<file path="config.mk">
export PLATFORM = sky130hd
export DESIGN_NAME = vn_pool_arbiter
export DESIGN_NICKNAME = d
export VERILOG_FILES = /design/src/rtl/vn_pool_arbiter_pkg.sv /design/src/rtl/vn_pool_fifo.sv /design/src/rtl/vn_pool_arbiter.sv
export SDC_FILE = /design/constraint.sdc
export NUM_CORES = 1
export LEC_CHECK = 0
export CAP_MARGIN = 20
export CORE_UTILIZATION = 33
export CTS_CLUSTER_SIZE = 12
export DETAILED_ROUTE_END_ITERATION = 8
export HOLD_SLACK_MARGIN = 0.05
export PLACE_DENSITY = 0.56
export SLEW_MARGIN = 15
export SYNTH_ARGS = -nofsm -noshare
export SYNTH_HDL_FRONTEND = slang
export SYNTH_HIERARCHICAL = 1
export SYNTH_SLANG_ARGS = --single-unit
</file>
<file path="constraint.sdc">
create_clock -name clk -period 3.29 [get_ports clk]
set_input_delay 0.658 -clock clk [delete_from_list [all_inputs] [get_ports clk]]
set_output_delay 0.658 -clock clk [all_outputs]
set_load 0.03 [all_outputs]
</file>
<file path="src/rtl/vn_pool_arbiter_pkg.sv">
// Shared types and defaults for the entropy-pool controller.
package vn_pool_arbiter_pkg;

  typedef enum logic [1:0] {
    ST_IDLE = 2'd0,
    ST_FILL = 2'd1,
    ST_FAIL = 2'd2
  } pool_state_e;

  localparam int unsigned NUM_CONS      = 2;
  localparam int unsigned DEF_WORD_W    = 8;
  localparam int unsigned DEF_DEPTH     = 4;
  localparam int unsigned DEF_REP_LIMIT = 16;

endpackage

</file>
<file path="src/rtl/vn_pool_fifo.sv">
// Synchronous word FIFO; a push is allowed when full if a pop occurs the same cycle.
module vn_pool_fifo #(
  parameter int unsigned WIDTH = 8,
  parameter int unsigned DEPTH = 4
) (
  input  logic             clk,
  input  logic             rst_n,
  input  logic             push,
  input  logic [WIDTH-1:0] push_data,
  input  logic             pop,
  output logic [WIDTH-1:0] head,
  output logic             full,
  output logic             empty
);

  localparam int unsigned AW = $clog2(DEPTH);
  localparam logic [AW:0] FULL_CNT = (AW + 1)'(DEPTH);

  logic [WIDTH-1:0] mem [DEPTH];
  logic [AW-1:0]    wr_ptr;
  logic [AW-1:0]    rd_ptr;
  logic [AW:0]      count;
  logic             do_push;
  logic             do_pop;

  assign full    = (count == FULL_CNT);
  assign empty   = (count == '0);
  assign do_pop  = pop && !empty;
  assign do_push = push && (!full || do_pop);
  assign head    = mem[rd_ptr];

  // Storage, pointers and occupancy count.
  always_ff @(posedge clk or negedge rst_n) begin
    if (!rst_n) begin
      for (int unsigned i = 0; i < DEPTH; i++) mem[i] <= '0;
      wr_ptr <= '0;
      rd_ptr <= '0;
      count  <= '0;
    end else begin
      if (do_push) begin
        mem[wr_ptr] <= push_data;
        wr_ptr      <= wr_ptr + 1'b1;
      end
      if (do_pop) rd_ptr <= rd_ptr + 1'b1;
      case ({do_push, do_pop})
        2'b10:   count <= count + 1'b1;
        2'b01:   count <= count - 1'b1;
        default: count <= count;
      endcase
    end
  end

endmodule

</file>
<file path="src/rtl/vn_pool_arbiter.sv">
// Entropy-pool controller: sequences the unbiaser, packs bits into words,
// runs a repetition-count health test and round-robins words to two consumers.
module vn_pool_arbiter
  import vn_pool_arbiter_pkg::*;
#(
  parameter int unsigned WORD_W    = DEF_WORD_W,
  parameter int unsigned DEPTH     = DEF_DEPTH,
  parameter int unsigned REP_LIMIT = DEF_REP_LIMIT
) (
  input  logic                clk,
  input  logic                rst_n,
  input  logic                i_enable,
  input  logic                i_clear,
  input  logic                i_valid,
  input  logic                i_bit,
  output logic                o_vn_rst,
  input  logic [NUM_CONS-1:0] i_req,
  output logic [NUM_CONS-1:0] o_gnt,
  output logic [WORD_W-1:0]   o_data,
  output logic                o_full,
  output logic                o_empty,
  output logic                o_health_fail
);

  localparam int unsigned BCW = (WORD_W > 1) ? $clog2(WORD_W) : 1;
  localparam logic [BCW-1:0] LAST_IDX = BCW'(WORD_W - 1);
  localparam logic [7:0]     REP_LIM8 = 8'(REP_LIMIT);

  pool_state_e       state;
  pool_state_e       state_nxt;
  logic [WORD_W-1:0] shreg;
  logic [WORD_W-1:0] packed_word;
  logic [BCW-1:0]    bit_cnt;
  logic [7:0]        rep_cnt;
  logic [7:0]        rep_nxt;
  logic              last_bit;
  logic              last_gnt;
  logic              grant_vld;
  logic              gnt_idx;
  logic              accept;
  logic              trip;
  logic              word_done;
  logic [WORD_W-1:0] fifo_head;
  logic              fifo_full;
  logic              fifo_empty;

  assign o_vn_rst      = (state != ST_FILL);
  assign o_health_fail = (state == ST_FAIL);
  assign o_full        = fifo_full;
  assign o_empty       = fifo_empty;

  // Round-robin pick among current requesters; pops the head when granting.
  always_comb begin
    grant_vld = !fifo_empty && (i_req != '0);
    gnt_idx   = 1'b0;
    case (i_req)
      2'b10:   gnt_idx = 1'b1;
      2'b11:   gnt_idx = !last_gnt;
      default: gnt_idx = 1'b0;
    endcase
  end

  // Bit acceptance, run-length update, trip detection and word assembly.
  always_comb begin
    accept = (state == ST_FILL) && i_valid && (!fifo_full || grant_vld);
    if (rep_cnt == '0 || i_bit != last_bit) rep_nxt = 8'd1;
    else if (rep_cnt == 8'hFF)              rep_nxt = rep_cnt;
    else                                    rep_nxt = rep_cnt + 8'd1;
    trip      = accept && (rep_nxt == REP_LIM8);
    word_done = accept && !trip && (bit_cnt == LAST_IDX);
    packed_word          = shreg;
    packed_word[bit_cnt] = i_bit;
  end

  // Next-state logic; a trip outranks a disable in the same cycle.
  always_comb begin
    state_nxt = state;
    case (state)
      ST_IDLE: if (i_enable) state_nxt = ST_FILL;
      ST_FILL: begin
        if (trip)           state_nxt = ST_FAIL;
        else if (!i_enable) state_nxt = ST_IDLE;
      end
      ST_FAIL: if (i_clear) state_nxt = i_enable ? ST_FILL : ST_IDLE;
      default: state_nxt = ST_IDLE;
    endcase
  end

  // State register.
  always_ff @(posedge clk or negedge rst_n) begin
    if (!rst_n) state <= ST_IDLE;
    else        state <= state_nxt;
  end

  // Packing and repetition counters; zeroed whenever not staying in FILL.
  always_ff @(posedge clk or negedge rst_n) begin
    if (!rst_n) begin
      shreg    <= '0;
      bit_cnt  <= '0;
      rep_cnt  <= '0;
      last_bit <= 1'b0;
    end else if (state != ST_FILL || state_nxt != ST_FILL) begin
      shreg    <= '0;
      bit_cnt  <= '0;
      rep_cnt  <= '0;
      last_bit <= 1'b0;
    end else if (accept) begin
      rep_cnt  <= rep_nxt;
      last_bit <= i_bit;
      if (word_done) begin
        shreg   <= '0;
        bit_cnt <= '0;
      end else begin
        shreg   <= packed_word;
        bit_cnt <= bit_cnt + 1'b1;
      end
    end
  end

  // Grant pulse, delivered word and round-robin history.
  always_ff @(posedge clk or negedge rst_n) begin
    if (!rst_n) begin
      o_gnt    <= '0;
      o_data   <= '0;
      last_gnt <= 1'b1;
    end else begin
      o_gnt <= '0;
      if (grant_vld) begin
        o_gnt    <= gnt_idx ? 2'b10 : 2'b01;
        o_data   <= fifo_head;
        last_gnt <= gnt_idx;
      end
    end
  end

  vn_pool_fifo #(
    .WIDTH (WORD_W),
    .DEPTH (DEPTH)
  ) u_fifo (
    .clk       (clk),
    .rst_n     (rst_n),
    .push      (word_done),
    .push_data (packed_word),
    .pop       (grant_vld),
    .head      (fifo_head),
    .full      (fifo_full),
    .empty     (fifo_empty)
  );

endmodule

</file>
Yosys cells after proc, flatten, opt, wreduce, memory -nomap -nowiden
Index checks and enable logic that the tools add are counted.
W data, S select, Z words.

storage, ports and cells
  bits in registers = 72
  logic and storage cells = 96

cells by class
  eq/ne operators = 13
  reductions and logical operators = 24
  $lt $le $gt $ge = 5
  bitwise gates (word level) = 2
  multiplexer cells = 31
  add/sub/neg operators = 6

operator list
  kind                   number
  $mux W8                10
  $bwmux W32             1
  $bmux W8 S2            1
  $demux W8 S2           1
  $mux W2                6
  $logic_and A1 B1 Y1    10
  $mux W3                3
  $add A8 B1 Y8 const B  1
  $bwmux W8              1
  $eq A2 B2 Y1 const B   4
  $eq A8 B5 Y1 const B   1
  $eq A8 B8 Y1 const B   1
  $logic_not A8 Y1       1
  $add A3 B1 Y3 const B  2
  $eq A3 B3 Y1 const B   2
  $ge A3 B3 Y1 const B   2
  $not A2 Y3             2
  $pmux W2 S3            1
  $pmux W3 S2            1
  $reduce_bool A2 Y1     3
  $add A2 B1 Y2 const B  2
  $eq A2 B1 Y1 const B   2
  $logic_not A1 Y1       4
  $logic_or A1 B1 Y1     4
  11 further kinds       15

Longest topological paths before layout
  depth after elaboration = 12
  depth in mapped cells = 14
  gate-level depth less buffers = 13

Cells and area by module
The synthesis kept the hierarchy.

modules (own cells, without submodules)
  module           times used  area each (um^2)  sequential area each (um^2)  cells an instance
  vn_pool_arbiter  1           1910.6            827.0                        199
  vn_pool_fifo     1           1801.7            975.9                        115

Worst setup path before layout
No wires, ideal clock.

  path kind = register -> register
  from = register u_fifo.count[0]
  to = register u_fifo.count[2]
  stages on the path, launching flop included = 13
  path slack = -481 ps
  clock period less this slack = 3771 ps
  arrival time = 3692 ps
  library setup time = 79 ps
  cells stage by stage = dfrtp_1 nor3_1 o21bai_1 clkbuf_1 clkinv_1 nor4b_4 or2b_2 ha_1 inv_1 fa_1 xor2_1 nor2_1 xor2_1

on the way
  word-level cells in the longest chain between the ends = 12

ends and longest elaborated chain
  element                                                   RTL line               RTL
  from (decl)                                               vn_pool_fifo.sv:22     logic [AW:0] count;
  from (signal assigned)                                    vn_pool_fifo.sv:46     2'b10: count <= count + 1'b1;
  from (signal assigned)                                    vn_pool_fifo.sv:47     2'b01: count <= count - 1'b1;
  from (signal assigned)                                    vn_pool_fifo.sv:48     default: count <= count;
  $logic_not A3 Y1 (*)                                      vn_pool_fifo.sv:27     assign empty = (count == '0);
  net o_empty                                               vn_pool_arbiter.sv:21  output logic o_empty,
  $logic_not A1 Y1 (*)                                      vn_pool_arbiter.sv:54  grant_vld = !fifo_empty && (i_req != '0);
  $logic_and A1 B1 Y1 (*)                                   vn_pool_arbiter.sv:54
  net grant_vld                                             vn_pool_arbiter.sv:38  logic grant_vld;
  $logic_or A1 B1 Y1                                        vn_pool_arbiter.sv:65  accept = (state == ST_FILL) && i_valid && (!fifo_full || grant_vld);
  $logic_and A1 B1 Y1                                       vn_pool_arbiter.sv:65
  $logic_and A1 B1 Y1                                       vn_pool_arbiter.sv:69  trip = accept && (rep_nxt == REP_LIM8);
  $logic_not A1 Y1                                          vn_pool_arbiter.sv:70  word_done = accept && !trip && (bit_cnt == LAST_IDX);
  $logic_and A1 B1 Y1 (2 in series)                         vn_pool_arbiter.sv:70
  $logic_and A1 B1 Y1                                       vn_pool_fifo.sv:29     assign do_push = push && (!full || do_pop);
  $eq A2 B1 Y1 / $eq A2 B2 Y1 (equally long branches)       vn_pool_fifo.sv:45     case ({do_push, do_pop})
  $pmux W3 S2 / $reduce_bool A2 Y1 (equally long branches)  -

The timed path passes the listed nets; every way through them passes the cells marked *.
A chain may end at the register's enable or synchronous reset.

Worst setup path after layout
  from = input port i_bit
  to = register u_fifo.count[1]

on the way
  word-level cells in the longest chain between the ends = 11

ends and longest elaborated chain
  element                                                   RTL line               RTL
  from (decl)                                               vn_pool_arbiter.sv:15  input logic i_bit,
  $ne A1 B1 Y1 (*)                                          vn_pool_arbiter.sv:66  if (rep_cnt == '0 || i_bit != last_bit) rep_nxt = 8'd1;
  $logic_or A1 B1 Y1 (*)                                    vn_pool_arbiter.sv:66
  $mux W8 (*)                                               vn_pool_arbiter.sv:66
  $eq A8 B5 Y1 (*)                                          vn_pool_arbiter.sv:69
  $logic_and A1 B1 Y1 (*)                                   vn_pool_arbiter.sv:69
  $logic_not A1 Y1 (*)                                      vn_pool_arbiter.sv:70
  $logic_and A1 B1 Y1 (*) (2 in series)                     vn_pool_arbiter.sv:70
  net word_done                                             vn_pool_arbiter.sv:42  logic word_done;
  $logic_and A1 B1 Y1 (*)                                   vn_pool_fifo.sv:29
  $eq A2 B1 Y1 / $eq A2 B2 Y1 (equally long branches)       vn_pool_fifo.sv:45
  $pmux W3 S2 / $reduce_bool A2 Y1 (equally long branches)  -

Marks and branches as above.

==> impl_metrics.json <==
{
  "worstSetupPathType": "in -> reg",
  "rows": 38,
  "chipWidth_um": 108,
  "start_util_pct": 34.1,
  "antenna_cells": 0,
  "ys_warn_count": 6,
  "synthCells": 314,
  "gr-total-overflow": 0,
  "finalMaxSlewViolations": 0,
  "routed_wl_um": 7630,
  "p_total_w": 0.00221,
  "crit_required_ps": 3560,
  "critPathMaxFanout": 5,
  "cp-end-kind": "flip-flop",
  "critPathBufInv": 3,
  "ir_worst_vdd_uv": 251,
  "start_kind": "primary input",
  "final_antenna_net_count": 0,
  "grt_pass1_wl_um": 13100,
  "drt_iter0_markers": 104,
  "gp_congestion": 0.847,
  "htree_levels": 3,
  "power.leakage_nw": 2.06,
  "cap_violations": 0,
  "area_growth_pct": 19.2,
  "grt_pass1_vias": 2550,
  "hold_slack_ps": 417,
  "cts_buffer_depth": 2,
  "pre_cts_slack_ps": -221,
  "synthArstFlopShare_pct": 100,
  "syn_area_mm2": 0.00371,
  "nets": 370,
  "yosysUniqueCellTypes": 56,
  "hold_path_class": "in -> async",
  "final_common_cell": "dfrtp_1",
  "slew_headroom_pct": 36.1,
  "p_per_area_mw_per_mm2": 500,
  "design_area_mm2": 0.00442,
  "rsz0062_at_grt": "false",
  "clkTransAtPathRegs_ps": 70,
  "avgSynthCellArea_um2": 11.8,
  "tightest_slew_ps": 959,
  "drc": 0,
  "synth_edf_count": 0,
  "drtPass1Iterations": 4,
  "placed_cell_area_mm2": 0.00421,
  "numClockSinks": 72,
  "setup_ws_ps": 173,
  "post-route-period-util_pct": 94.7,
  "path_cells": "clkdlybuf4s50_1, xor2_1, a31o_2, a31oi_1, nor3_4, a21oi_1, buf_4, or2b_2, ha_1, inv_1, fa_1, mux2i_1",
  "post-route-min-period_ps": 3120,
  "synth_flop_cell": "dfrtp_1",
  "antenna_found_initial": 0,
  "mostFrequentLayoutCells": "dfrtp_1 (71), mux2_2 (39), nand2_1 (38), buf_4 (21), clkdlybuf4s50_1 (20)",
  "max_stage_delay_ps": 450,
  "cts_tree": "done",
  "yosysTopAreaCell": "dfrtp_1",
  "synth.ff_latch_count": 72,
  "fp.coreArea_mm2": 0.0109,
  "route.vias.total": 2536,
  "cpLargestDelayFamily": "compound AO/OA/AOI/OAI gates",
  "cts_buffers": 9,
  "slowest_stage": "clkdlybuf4s50_1",
  "critical_path_arrival_ps": 3380,
  "final_cells": 497,
  "hold_buffers": 0,
  "ys_seq_area_share_pct": 48.6,
  "setup_violations": 0,
  "pin_count": 22,
  "skew_ps": 11.6,
  "grt_max_degree": 73,
  "io_buffers": 21,
  "placed_cells": 480,
  "die_h_um": 108,
  "outcome": "complete, no violations",
  "grt_usage_pct": 14.7,
  "layout-drive-gt1-share_pct": 30.0,
  "clk_latency_ps": 350,
  "die-area_mm2": 0.0117,
  "syn_nets": 332,
  "wire_per_inst_um": 15.4,
  "max_freq_mhz": 321,
  "yosys-top-cells-area": "dfrtp_1 (48%), mux2_2 (12%), mux4_2 (4.9%)",
  "hold_viol_final": 0,
  "hpwl_um": 5130,
  "root_buffer": "clkbuf_8",
  "via_per_inst": 5.10,
  "netlist.area_leader.share_pct": 47.9
}
==> power breakdown <==
group | switching, W | internal (W)
clock | 0.000334 | 0.000375
sequential | 0.000118 | 0.000940
combinational | 0.000233 | 0.000214
==> through the flow <==
stage                     util, %  setup TNS, ps
after CTS                    40.5              0
after detailed placement     38.6           -438
final                        40.6              0
after floorplan                 -              0
after global placement       38.6           -310
after global routing         40.6              0
==> Yosys cell counts (2+ instances only) <==
cell / instances
dfrtp_1: 71
mux2_2: 39
nand2_1: 38
inv_1: 13
a32o_1: 12
clkbuf_1: 9
ha_1: 9
mux4_2: 8
and3_1: 7
nor3_1: 7
a21oi_1: 6
a31oi_1: 6
nand3_1: 6
nor2_1: 6
buf_6: 5
nand4_1: 5
nor2_2: 5
xor2_1: 5
a211oi_1: 4
o21ai_0: 4
xnor2_1: 4
a21o_1: 3
a21o_2: 2
a31o_2: 2
and2_1: 2
mux2_1: 2
nand3b_1: 2
nor2b_1: 2
nor3b_1: 2
nor4_1: 2
==> worst paths after layout <==
kind                            slack (ps)       start         endpoint  cells after the start
worst max-delay path                   170       i_bit  u_fifo/count[1]                     12
worst min-delay path                   420       rst_n       rep_cnt[1]                      1
worst max register to register         220  rep_cnt[0]  u_fifo/count[2]                     16
worst min register to register         490   o_data[1]        o_data[1]                      2
max in group asynchronous             2210       rst_n   u_fifo/mem[16]                      1
min in group clk                       490   o_data[1]        o_data[1]                      2
==> worst register-to-register path: cells and delay by family, from the launching register on <==
family / cells / cell delay, ps
adder cells (fa/ha/maj): 3 / 800
XOR/XNOR: 2 / 300
AO/OA/AOI/OAI: 3 / 420
AND/OR/NAND/NOR: 3 / 500
flip-flops: 1 / 400
buffers and inverters: 5 / 590
==> layout make-up <==
type                       count  area (um2)
clock buffer                  12         145
clock inverter                 4        52.6
fill                        1047        6460
inverter                      14        52.6
multi-input combinational    211        1780
sequential                    72        1800
tap                          140         175
timing repair buffer          44         418
==> routing by layer <==
metal  share of wire (%)  global-route usage [%]  vias up  routed length [um]
met5                   0                       0        -                   0
met4                 1.2                    5.97        0                  89
met3                 2.8                    3.13        8                 214
met2                  45                    21.9       27                3440
met1                  51                    20.8     1280                3890
li1                    -                       -     1221                   -
==> repair_timing <==
action | CTS | global route
hold endpoints to repair | 0 | 0
setup buffers | 0 | 1
gates resized for setup | 0 | 2
setup endpoints to repair | 0 | 1
==> kinds of logic (layout without fill, tap and decap cells) <==
kind of cell / Yosys count / after routing / share of synthesized area, %
AOI/OAI and AO/OA: 49 / 49 / 10.3
muxes: 50 / 50 / 17.6
and+or+nand+nor: 93 / 93 / 13.5
DFF: 72 / 72 / 48.6
xor gates and xnor gates: 9 / 9 / 2.12
adders and majority gates: 10 / 10 / 3.57
buffers and inverters: 31 / 74 / 4.28
==> flip-flops by register name (all words and copies together) (netlist names) <==
signal and flops:
o_data 8, last_gnt 1, u_fifo/mem 32, u_fifo/count 3, state 2, last_bit 1, o_gnt 2, bit_cnt 3
u_fifo/rd_ptr 2, shreg 8, rep_cnt 8, u_fifo/wr_ptr 2
Note: power is estimated with default switching activity, not from simulation.
